==> config.mk <==
export PLATFORM = sky130hd
export DESIGN_NAME = seq_divider_flat
export DESIGN_NICKNAME = d
export VERILOG_FILES = /design/src/rtl/seq_divider_if.sv /design/src/rtl/seq_divider.sv /design/src/flat_wrapper.sv
export SDC_FILE = /design/constraint.sdc
export NUM_CORES = 1
export LEC_CHECK = 0
export ABC_AREA = 0
export CORE_MARGIN = 3
export CORE_UTILIZATION = 35
export DETAILED_ROUTE_END_ITERATION = 8
export SLEW_MARGIN = 20
export SYNTH_ARGS = -nofsm -noshare
export SYNTH_HDL_FRONTEND = slang
export SYNTH_SLANG_ARGS = --single-unit
export TNS_END_PERCENT = 1
==> constraint.sdc <==
create_clock -name clk -period 3.37 [get_ports clk]
set_input_delay 0.5055 -clock clk [delete_from_list [all_inputs] [get_ports clk]]
set_output_delay 0.5055 -clock clk [all_outputs]
set_load 0.01 [all_outputs]
==> src/rtl/seq_divider_if.sv <==
// Handshake and result bundle for the 12-by-6 bit sequential divider.
// The master side requests divisions; the slave side (the divider) returns results.
interface seq_divider_if;
  logic        start;
  logic [11:0] dividend;
  logic [5:0]  divisor;
  logic [11:0] quotient;
  logic [5:0]  remainder;
  logic        busy;
  logic        done;
  logic        div_by_zero;

  modport master (
    output start, dividend, divisor,
    input  quotient, remainder, busy, done, div_by_zero
  );

  modport slave (
    input  start, dividend, divisor,
    output quotient, remainder, busy, done, div_by_zero
  );
endinterface

==> src/rtl/seq_divider.sv <==
// Unsigned 12/6 restoring divider: one quotient bit per clock, 12 steps per division.
// A zero divisor bypasses the iteration and reports an all-ones quotient.
module seq_divider (
  input  logic       clk,
  input  logic       rst,
  seq_divider_if.slave bus
);

  typedef enum logic [1:0] {IDLE, CALC, DONE} state_t;

  state_t      state;
  state_t      state_next;

  logic [11:0] dq;
  logic [6:0]  pr;
  logic [5:0]  dv;
  logic [3:0]  cnt;
  logic [11:0] quotient;
  logic [5:0]  remainder;
  logic        div_by_zero;

  logic        accept;
  logic        last_step;
  logic [6:0]  shifted;
  logic [6:0]  trial;
  logic        fits;
  logic [11:0] dq_next;
  logic [6:0]  pr_next;

  assign accept    = bus.start && (state != CALC);
  assign last_step = (state == CALC) && (cnt == 4'd0);

  assign shifted = {pr[5:0], dq[11]};
  assign trial   = shifted - {1'b0, dv};
  // pr[6] is never set by a legal step; folding it in keeps the full register observable.
  assign fits    = ~trial[6] | pr[6];
  assign dq_next = {dq[10:0], fits};
  assign pr_next = fits ? trial : shifted;

  // NOTE: sequential state uses non-blocking (<=) so every register samples pre-edge values.
  always_ff @(posedge clk or negedge rst) begin
    if (!rst) state <= IDLE;
    else      state <= state_next;
  end

  always_comb begin
    // NOTE: default assignment first so no path leaves state_next unassigned (no latch).
    state_next = state;
    case (state)
      IDLE, DONE: begin
        if (accept) state_next = (bus.divisor == 6'd0) ? DONE : CALC;
        else        state_next = IDLE;
      end
      CALC:    if (cnt == 4'd0) state_next = DONE;
      default: state_next = IDLE;
    endcase
  end

  always_comb begin
    bus.busy = 1'b0;
    bus.done = 1'b0;
    case (state)
      CALC:    bus.busy = 1'b1;
      DONE:    bus.done = 1'b1;
      default: ;
    endcase
  end

  always_ff @(posedge clk or negedge rst) begin
    if (!rst) begin
      dq          <= '0;
      pr          <= '0;
      dv          <= '0;
      cnt         <= '0;
      quotient    <= '0;
      remainder   <= '0;
      div_by_zero <= 1'b0;
    end else if (accept) begin
      dq  <= bus.dividend;
      pr  <= '0;
      dv  <= bus.divisor;
      cnt <= 4'd11;
      if (bus.divisor == 6'd0) begin
        quotient    <= 12'hFFF;
        remainder   <= '0;
        div_by_zero <= 1'b1;
      end else begin
        quotient    <= '0;
        remainder   <= '0;
        div_by_zero <= 1'b0;
      end
    end else if (state == CALC) begin
      dq  <= dq_next;
      pr  <= pr_next;
      cnt <= cnt - 4'd1;
      if (last_step) begin
        quotient  <= dq_next;
        remainder <= pr_next[5:0];
      end
    end
  end

  assign bus.quotient    = quotient;
  assign bus.remainder   = remainder;
  assign bus.div_by_zero = div_by_zero;

endmodule

==> src/flat_wrapper.sv <==
// flat-port wrapper written by rule: the top's interface ports become plain ports
module seq_divider_flat 
  (clk, rst, bus_start, bus_dividend, bus_divisor, bus_quotient, bus_remainder, bus_busy, bus_done, bus_div_by_zero);
  seq_divider_if bus_i ();
  input  logic clk;
  input  logic rst;
  input wire logic [$bits(bus_i.start)-1:0] bus_start;
  input wire logic [$bits(bus_i.dividend)-1:0] bus_dividend;
  input wire logic [$bits(bus_i.divisor)-1:0] bus_divisor;
  output wire logic [$bits(bus_i.quotient)-1:0] bus_quotient;
  output wire logic [$bits(bus_i.remainder)-1:0] bus_remainder;
  output wire logic [$bits(bus_i.busy)-1:0] bus_busy;
  output wire logic [$bits(bus_i.done)-1:0] bus_done;
  output wire logic [$bits(bus_i.div_by_zero)-1:0] bus_div_by_zero;
  assign bus_i.start = bus_start;
  assign bus_i.dividend = bus_dividend;
  assign bus_i.divisor = bus_divisor;
  assign bus_quotient = bus_i.quotient;
  assign bus_remainder = bus_i.remainder;
  assign bus_busy = bus_i.busy;
  assign bus_done = bus_i.done;
  assign bus_div_by_zero = bus_i.div_by_zero;
  seq_divider u_core (.clk(clk), .rst(rst), .bus(bus_i));
endmodule
After elaboration in Yosys (flattened, before gate mapping)
Cells that the tools add are included.
{ "word_totals": {"reg_bits": 50} }
{ "classes": {"mux": 21, "n_bitwise": 2, "reduce_logical": 9, "n_eq_ne": 4, "add_sub_neg": 2} }
{ "op_table": {"columns": ["operator", "count"], "rows": [
  ["$mux W12", 6],
  ["$mux W7", 3],
  ["$mux W6", 3],
  ["$mux W4", 2],
  ["$sub A7 B6 Y7", 1],
  ["$logic_not A6 Y1", 1],
  ["$mux W2", 3],
  ["$logic_not A4 Y1", 1],
  ["$ne A2 B1 Y1 const B", 2],
  ["$pmux W2 S2", 1],
  ["$reduce_bool A2 Y1", 2],
  ["$sub A4 B1 Y4 const B", 1],
  ["$mux W1", 3],
  ["$eq A2 B1 Y1 const B", 1],
  ["$eq A2 B2 Y1 const B", 1],
  ["$logic_and A1 B1 Y1", 2],
  ["$logic_not A2 Y1", 1],
  ["$reduce_and A2 Y1", 1],
  ["$reduce_or A2 Y1", 1],
  ["$not A1 Y1", 1],
  ["$or A1 B1 Y1", 1]
]} }

Depth between registers and ports, before layout
Gate-level depths: netlist of run 1.
{ "logic_depth": {"word_depth": 7, "ltp_mapped": 10} }

Worst setup path before layout of run 1
Ideal clock, no wire load.
{ "synth_path": {"path_type": "register -> register", "from": "reg u_core.dq[11]", "to": "reg u_core.remainder[0] (netlist: u_core.bus.remainder[0])", "t_arrival_ps": 2447, "setup_slack_ps": 845, "setup_ps": 78, "path_buffers": 0, "stages_incl_launch_ff": 11, "cell_sequence": "dfrtp_1 > inv_1 > ha_1 > inv_1 > fa_1 > a21oi_1 > nor2b_1 > a311o_2 > mux2i_4 > mux2_2 > a21oi_1"} }
{ "synth_between": {"elab_chain_len": 7} }
{ "synth_lines": {"columns": ["element", "line_no", "text"], "rows": [
  ["start, declared", "seq_divider.sv:14", "logic [11:0] dq;"],
  ["start signal, assigned", "seq_divider.sv:79", "dq <= bus.dividend;"],
  ["start signal, assigned", "seq_divider.sv:93", "dq <= dq_next;"],
  ["$sub A7 B6 Y7", "seq_divider.sv:34", "assign trial = shifted - {1'b0, dv};"],
  ["$not A1 Y1", "seq_divider.sv:36", "assign fits = ~trial[6] | pr[6];"],
  ["$or A1 B1 Y1", "seq_divider.sv:36", null],
  ["$mux W7 (*)", "seq_divider.sv:38", "assign pr_next = fits ? trial : shifted;"],
  ["$mux W6 (*)", "seq_divider.sv:96", "if (last_step) begin"],
  ["$mux W6 (*)", "seq_divider.sv:92", "end else if (state == CALC) begin"],
  ["$mux W6 (*)", "seq_divider.sv:78", "end else if (accept) begin"],
  ["end signal, assigned", "seq_divider.sv:98", "remainder <= pr_next[5:0];"],
  ["end, declared", "seq_divider.sv:19", "logic [5:0] remainder;"]
]} }
Mark *: on every way between the ends. The rest lies on a longest branch, timed or not. The select of a mux whose other input is x is not followed.
A chain may end at the register's enable or synchronous reset.

Worst setup path in the final report of run 1
Same ends and word-level chain as after synthesis.

==> results_dict.tcl, run 1 <==
set metrics [dict create \
    r2r_start "u_core.dq[11]" \
    drv_slew 0 \
    vias 1871 \
    wl_um 5330 \
    synth_nets 274 \
    path_clk_slew_ps 110 \
    pin_count 42 \
    design_area_um2 3050 \
    htreeDepth 2 \
    rsz0062_at_grt "no" \
    synth_commonest_cells "50 x dfrtp_1, 42 x nand2_1, 30 x o21ai_0" \
    crit_required_ps 3600 \
    crit_end "u_core.bus.remainder[0]" \
    synth_warnings 0 \
    startpoint_type "register" \
    grt_antenna_before_repair 0 \
    synth.distinct_cells 32 \
    clock_sinks 50 \
    cts_setup_buffers 0 \
    p_per_area_nw_per_um2 993 \
    relSlewSlack_pct 51.8 \
    die_area_um2 7970 \
    cts-buffers-inserted 5 \
    grt_max_degree 31 \
    ant_nets 0 \
    cp-startpoint "u_core.dq[11]" \
    timing.rr.end "u_core.bus.remainder[0]" \
    fin_cells 364 \
    period_share_pct 81.8 \
    diodes 0 \
    hold_buffers 0 \
    yosysMostFrequentCell "dfrtp_1" \
    worst_pin_slew_ps 720 \
    synthTopCellsByArea "dfrtp_1 52%, mux2i_1 6.6%, nand2_1 6.5%" \
    final-setup-viol-count 0 \
    ys.flop_type "dfrtp_1" \
    core_um2 6530 \
    syn_to_final_growth_pct 25.5 \
    fin_skew_ps 14.3 \
    track_usage_pct 14.9 \
    first_pass_iters 4 \
    yosysSeqAreaShare_pct 51.5 \
    gp_congestion 0.822 \
    dpl_cell_area_um2 2930 \
    cts_tree "done" \
    hold_path.class "input port to asynchronous set/reset pin" \
    synth_edf_count 0 \
    cts-root-buf "clkbuf_8" \
    synth_area_leader_cell "dfrtp_1" \
    die_h_um 89.3 \
    drive_gt1_share_pct 8.71 \
    p_total_mw 3.02 \
    syn_area_per_cell_um2 9.91 \
    drcViolationCount 0 \
    fmax_ghz 0.363 \
    grt_pass1_vias 1817 \
    power_leakage_nw 1.35 \
    cp_max_fo 10 \
    viasPerCell 5.14 \
    wl_per_cell_um 14.6 \
    io_buffers 41 \
    hpwl_um 3820 \
    ys_async_sr_fraction_pct 100 \
    grt_overflow 0 \
    min_period_ps 2760 \
    finalHoldViolCount 0 \
    start_util_pct 37.2 \
    synth_seq_cells 50 \
    fin_tns_setup_ps 0 \
    postCtsResizedCells 0 \
    status "finished, final reports clean" \
    clock_latency_ps 310 \
    maxCapViolations 0 \
    fin_nets 315 \
    vdd_drop_max_mv 0.301 \
    netlist_instances 245 \
    grt_pass1_wl_um 9200 \
    num_rows 29 \
    syn_area_um2 2430 \
    critPathKind "register to register" \
    arrival_ps 2990 \
    netlist.area_leader.share_pct 51.5 \
    die_x_um 89.3 \
    clk_path_buf_depth 2 \
    dp.cells 356 \
    endpoint_kind "register" \
    r2r_cells 10 \
    drt_first_iter_violations 95 \
    rrSetupSlack_ps 610 \
]
==> how the worst min path moves through the flow <==
stage	start	endpoint	slack, ps	cells past startpoint
2_1_floorplan	rst	u_core.bus.div_by_zero	210	0
3_3_place_gp	u_core.bus.div_by_zero	u_core.bus.div_by_zero	460	2
3_5_place_dp	u_core.bus.div_by_zero	u_core.bus.div_by_zero	460	2
4_1_cts	rst	u_core.bus.quotient[8]	230	1
5_1_grt	rst	u_core.bus.quotient[7]	250	1
6_report	rst	u_core.bus.quotient[8]	200	1
==> cell type report <==
type                       instances  area [um2]
fill                             627        3480
sequential                        50        1250
multi-input combinational        170        1080
timing repair buffer              48         458
tap                               77        96.3
clock buffer                       5        68.8
clock inverter                     3        48.8
inverter                          11        41.3
==> cell usage in the layout, fill, tap and decap left out, drive strengths merged <==
cell type and count:
dfrtp 50, nand2 42, clkdlybuf4s50 40, o21ai 31
mux2i 17, inv 12, a31oi 11, nor2 8
buf 8, mux2 7, ha 7, nand3 6
nor2b 5, nor3 5, a21oi 5, nand3b 5
clkbuf 5, nand2b 3, o21a 3, or3 3
or4 2, a311o 1, xor2 1, o31a 1
o311ai 1, o221ai 1, xnor2 1, o22ai 1
a211o 1, o211ai 1, fa 1, bufinv 1
clkinvlp 1
==> metrics by stage <==
step	utilization [%]	hold slack [ps]	setup WS, ps
6_report	46.6	205	615
4_1_cts	46.6	226	598
2_1_floorplan	-	210	845
5_1_grt	46.6	247	406
3_5_place_dp	44.8	463	619
3_3_place_gp	44.8	460	705
==> flip-flops by register name (all words and copies together) (netlist names) <==
signal                  flops
u_core.dq                  12
u_core.state                2
u_core.bus.quotient        12
u_core.cnt                  4
u_core.pr                   7
u_core.dv                   6
u_core.bus.remainder        6
u_core.bus.div_by_zero      1
==> power by group <==
part	switching, mW	internal (mW)	total [mW]
combinational	0.773	0.740	1.51
clock	0.214	0.226	0.441
sequential	0.183	0.888	1.07
total	1.17	1.85	3.02
==> logic make-up after synthesis <==
logic type	share of synthesized area [%]
buffers and inverters	3.87
and+or+nand+nor	15.0
xor gates and xnor gates	0.722
DFF	51.5
muxes	10.8
adders and majority gates	4.43
AOI/OAI and AO/OA	13.7
==> layer usage <==
metal | share of wire [%] | wire length (um) | GRT usage [%] | vias up
met5 | 0 | 0 | 0 | -
met4 | 1.5 | 78 | 4.47 | 0
met3 | 3.8 | 203 | 2.21 | 6
met2 | 46 | 2470 | 22.6 | 43
met1 | 48 | 2580 | 22.1 | 889
li1 | - | - | - | 933
==> worst max-delay path, stage by stage, from the launching register on <==
cell	delay [ps]
dfrtp_1	380
inv_1	70
ha_1	160
inv_1	60
fa_1	410
a21oi_1	170
nor2b_1	80
a311o_2	440
mux2i_4	390
mux2_2	390
a21oi_1	140
No activity file was read; power rests on OpenSTA's default activity.
==> inputs of run 2 (changes only) <==
==> constraint.sdc (replaced) <==
create_clock -name clk -period 2.4 [get_ports clk]
set_input_delay 0.36 -clock clk [delete_from_list [all_inputs] [get_ports clk]]
set_output_delay 0.36 -clock clk [all_outputs]
set_load 0.01 [all_outputs]
==> results_dict.tcl, run 2 (synthesis results as in run 1) <==
set metrics [dict create \
    endpoint_kind "register" \
    worst_pin_slew_ps 791 \
    gp_congestion 0.845 \
    drt_first_iter_violations 68 \
    die_x_um 89.3 \
    io_buffers 41 \
    final_common_cell "dfrtp_1" \
    power_leakage_nw 1.39 \
    clock_latency_ps 300 \
    grt_antenna_before_repair 0 \
    clock_sinks 50 \
    status "finished, violations left" \
    grt_max_degree 32 \
    crit_end "u_core.bus.remainder[5]" \
    final_cell_mix "50 x dfrtp_1, 42 x nand2_1, 40 x clkdlybuf4s50_1" \
    fin_nets 323 \
    period_share_pct 102 \
    diodes 0 \
    r2r_start "u_core.dq[11]" \
    path_clk_slew_ps 90 \
    timing.rr.end "u_core.bus.remainder[5]" \
    cp_max_fo 4 \
    rsz0062_at_grt "yes" \
    pin_count 42 \
    drcViolationCount 0 \
    core_um2 6530 \
    hpwl_um 4090 \
    die_h_um 89.3 \
    startpoint_type "register" \
    viasPerCell 5.22 \
    die_area_um2 7970 \
    clk_path_buf_depth 2 \
    fmax_ghz 0.408 \
    grt_pass1_wl_um 9460 \
    wl_um 5530 \
    start_util_pct 37.2 \
    drv_slew 0 \
    arrival_ps 2670 \
    cts-buffers-inserted 5 \
    nFillCells 619 \
    slowest_delay_ps 380 \
    path_cells "inv_1 -> ha_1 -> inv_1 -> fa_2 -> a21oi_2 -> nor2b_1 -> a311o_2 -> mux2i_4 -> buf_4 -> or3_1 -> o211ai_1" \
    fin_tns_setup_ps -284 \
    cts_tree "done" \
    vias 1940 \
    fin_cells 372 \
    cts-root-buf "clkbuf_8" \
    r2r_cells 11 \
    min_period_ps 2450 \
    rrSetupSlack_ps -50 \
    grt_pass1_vias 1926 \
    p_per_area_nw_per_um2 1470 \
    grt_overflow 0 \
    syn_to_final_growth_pct 29.3 \
    critPathSlowestCell "dfrtp_1" \
    relSlewSlack_pct 47.1 \
    wl_per_cell_um 14.9 \
    cp-startpoint "u_core.dq[11]" \
    track_usage_pct 15.6 \
    vdd_drop_max_mv 0.534 \
    multiInputGateArea_um2 1110 \
    worst_slack_ps -49.5 \
    reg_top3 "u_core.bus.quotient: 12 flops, u_core.dq: 12 flops, u_core.pr: 7 flops" \
    first_pass_iters 4 \
    maxCapViolations 0 \
    seq_area_um2 1250 \
    worst_path_most_repeated_cell "inv_1" \
    finalHoldViolCount 0 \
    whs_path_depth 2 \
    ant_nets 0 \
    num_rows 29 \
    violations "setup timing" \
    dp.cells 363 \
    drive_gt1_share_pct 12.2 \
    fin_hold_ws_ps 491 \
    hold_path.class "register to register" \
    critPathKind "register to register" \
    crit_required_ps 2620 \
    htreeDepth 2 \
    final-setup-viol-count 10 \
    fin_skew_ps 5.10 \
]
run 2: cell count changes in the layout (fill, tap and decap cells not counted), sizes merged:
cell	change
buf	+7
clkbuf	+1
dlygate4sd3	+1
inv	-1
run 2: layout make-up:
class / instances / area share, %
clock inverters: 2 / 1.20
flip-flops and latches: 50 / 39.9
multi-input cells: 170 / 35.4
inverters: 11 / 1.32
repair buffers: 56 / 16.8
well taps: 77 / 3.07
clock buffers: 6 / 2.31
run 2: worst max-delay path: cells and delay by family (launching register included):
| family | cells | cell delay [ps] |
|---|---|---|
| compound gates | 3 | 580 |
| flops | 1 | 380 |
| simple gates | 2 | 380 |
| buf+inv | 3 | 280 |
| mux | 1 | 220 |
| fa+ha+maj | 2 | 500 |
run 2: metrics by stage:
step / util [%] / power [mW] / setup slack (ps) / cell area (um2)
global route: 48.1 / 5.05 / -223 / 3140
finish: 48.1 / 4.61 / -49.5 / 3140
global placement: 45.7 / 3.84 / 34.9 / 2990
floorplan: - / 2.97 / 31.5 / 2430
detailed placement: 45.7 / 3.88 / -11.5 / 2990
CTS: 47.6 / 4.51 / -19.5 / 3110
run 2: timing repair:
action | in CTS | in global routing
gates resized for setup | 1 | 9
hold buffers | 1 | 0
endpoints found under the setup margin | 5 | 14
pin swaps | 0 | 0
endpoints found under the hold margin | 17 | 0
buffers inserted | 0 | 0
run 2: how the worst min path moves through the flow:
stage / from / end / slack (ps)
6_report: u_core.bus.div_by_zero / u_core.bus.div_by_zero / 490
5_1_grt: u_core.dv[1] / u_core.dv[1] / 530
4_1_cts: u_core.bus.div_by_zero / u_core.bus.div_by_zero / 500
3_5_place_dp: rst / u_core.state[1] / 320
3_3_place_gp: rst / u_core.state[1] / 320
2_1_floorplan: rst / u_core.bus.div_by_zero / 60
run 2: where the power goes:
part | total [mW] | internal [mW] | switching [mW]
combinational | 2.49 | 1.29 | 1.20
clock | 0.590 | 0.311 | 0.279
sequential | 1.53 | 1.25 | 0.282
run 2: layer usage:
layer  part of all wire (%)  GRT usage [%]
met5                      0              0
met4                    1.5           5.28
met3                    3.6           3.23
met2                     47           24.4
met1                     48           21.7
==> inputs of run 3 (changes only) <==
--- a/config.mk
+++ b/config.mk
@@ -7,8 +7,9 @@
 export LEC_CHECK = 0
 export ABC_AREA = 0
 export CORE_MARGIN = 3
-export CORE_UTILIZATION = 35
+export CORE_UTILIZATION = 40
 export DETAILED_ROUTE_END_ITERATION = 8
+export PLACE_DENSITY = 0.66
 export SLEW_MARGIN = 20
 export SYNTH_ARGS = -nofsm -noshare
 export SYNTH_HDL_FRONTEND = slang
==> constraint.sdc (replaced) <==
create_clock -name clk -period 2.1 [get_ports clk]
set_input_delay 0.315 -clock clk [delete_from_list [all_inputs] [get_ports clk]]
set_output_delay 0.315 -clock clk [all_outputs]
set_load 0.01 [all_outputs]
==> results_dict.tcl, run 3 (synthesis results as in run 1) <==
set metrics [dict create \
    clock_latency_ps 300 \
    num_rows 27 \
    top_usage_layer "met2" \
    clock_sinks 50 \
    rrSetupSlack_ps -400 \
    min_period_ps 2500 \
    power_leakage_nw 1.46 \
    finalHoldViolCount 0 \
    startpoint_type "register" \
    crit_family "compound AO/OA/AOI/OAI gates" \
    r2r_cells 11 \
    status "finished, violations left" \
    core_um2 5680 \
    violations "setup timing" \
    path_clk_slew_ps 90 \
    fin_skew_ps 5.72 \
    endpoint_kind "register" \
    clk_path_buf_depth 2 \
    io_buffers 41 \
    ant_nets 0 \
    cts-root-buf "clkbuf_8" \
    crit_buf_inv 3 \
    timing.rr.end "u_core.bus.remainder[5]" \
    arrival_ps 2720 \
    wl_per_cell_um 14.7 \
    worst_pin_slew_ps 819 \
    grt_util_met1_pct 23.3 \
    critPathSlowestCell "dfrtp_1" \
    worst_path_most_repeated_cell "inv_1" \
    first_pass_iters 4 \
    start_util_pct 42.8 \
    syn_to_final_growth_pct 32.7 \
    use_met3_pct 2.76 \
    grt_pass1_vias 1969 \
    final_core_util_pct 56.8 \
    grt_max_degree 32 \
    drt_first_iter_violations 142 \
    fin_nets 337 \
    critPathKind "register to register" \
    hpwl_um 4120 \
    final_common_cell "dfrtp_1" \
    grt_antenna_before_repair 0 \
    p_per_area_nw_per_um2 1650 \
    cts_setup_buffers 0 \
    die_h_um 83.9 \
    p_total_mw 5.33 \
    htreeDepth 2 \
    grt_pass1_wl_um 9420 \
    die_area_um2 7040 \
    path_depth 11 \
    maxCapViolations 0 \
    period_share_pct 119 \
    hold_path.class "input port to asynchronous set/reset pin" \
    rsz0062_at_grt "yes" \
    path_cells "inv_1 -> ha_2 -> inv_1 -> fa_2 -> a21oi_2 -> nor2b_1 -> a311o_2 -> mux2i_4 -> buf_4 -> or3_1 -> o211ai_1" \
    final_cell_mix "50 x dfrtp_1, 42 x nand2_1, 40 x clkdlybuf4s50_1" \
    final-setup-viol-count 14 \
    drv_slew 0 \
    cts_tree "done" \
    crit_required_ps 2320 \
    pin_count 42 \
    wl_um 5590 \
    reg_top3 "u_core.bus.quotient: 12 flops, u_core.dq: 12 flops, u_core.pr: 7 flops" \
    cts-buffers-inserted 5 \
    fmax_ghz 0.399 \
    vdd_drop_max_mv 0.690 \
    vias 1959 \
    gp_congestion 0.820 \
    diodes 0 \
    slowest_delay_ps 390 \
    drive_gt1_share_pct 16.2 \
    cp_max_fo 8 \
    r2r_start "u_core.dq[11]" \
    die_x_um 83.9 \
    worst_slack_ps -404 \
    relSlewSlack_pct 45.2 \
    grt_overflow 0 \
    viasPerCell 5.14 \
    drcViolationCount 0 \
    track_usage_pct 16.7 \
    met2_usage_pct 26.5 \
]
[run 3: cell count changes in the layout (fill, tap and decap cells not counted), sizes merged]
cell / before / now
clkinvlp: 1 / 0
clkbuf: 6 / 7
buf: 15 / 29
[run 3: worst max-delay path by stage]
stage / from / to
2_1_floorplan: u_core.dq[11] / u_core.bus.remainder[0]
3_3_place_gp: u_core.dq[11] / u_core.bus.remainder[0]
3_5_place_dp: u_core.dq[11] / u_core.bus.remainder[5]
4_1_cts: u_core.dq[11] / u_core.bus.remainder[0]
5_1_grt: u_core.dq[11] / u_core.bus.remainder[3]
6_report: u_core.dq[11] / u_core.bus.remainder[5]
[run 3: metrics by stage]
| stage | TNS, ps | setup WS (ps) | cell area [um2] | hold slack [ps] | cells |
|---|---|---|---|---|---|
| finish | -4750 | -404 | 3220 | 481 | 381 |
| global route | -6440 | -513 | 3220 | 502 | 381 |
| CTS | -4960 | -412 | 3210 | 490 | 381 |
| detailed placement | -4440 | -380 | 3090 | 281 | 372 |
| global placement | -3630 | -319 | 3090 | 289 | 372 |
| floorplan | -2030 | -245 | 2440 | 19.4 | 245 |
[run 3: where the power goes]
part | switching, mW | internal [mW] | total, mW | leakage (nW)
Clock | 0.317 | 0.357 | 0.674 | 0.0524
Combinational | 1.41 | 1.51 | 2.92 | 0.789
Sequential | 0.304 | 1.43 | 1.73 | 0.620
Total | 2.03 | 3.30 | 5.33 | 1.46
[run 3: repair_timing]
item                                   CTS  global route
hold buffers                             1             0
endpoints found under the hold margin   16             0
setup endpoints to repair               14            15
gates resized for setup                  0             6
[run 3: area by class of cell]
cell class                      instances  area, um2
Tap cell                               72       90.1
Timing Repair Buffer                   70        626
Multi-Input combinational cell        170       1110
Clock inverter                          1       30.0
Sequential cell                        50       1250
Fill cell                             502       2450
Clock buffer                            7       76.3
Inverter                               11       41.3
[run 3: routing by layer]
metal | vias to the layer above | share of wire, %
li1 | 981 | -
met1 | 931 | 51
met2 | 39 | 45
met3 | 8 | 2.6
met4 | 0 | 1.6
met5 | - | 0
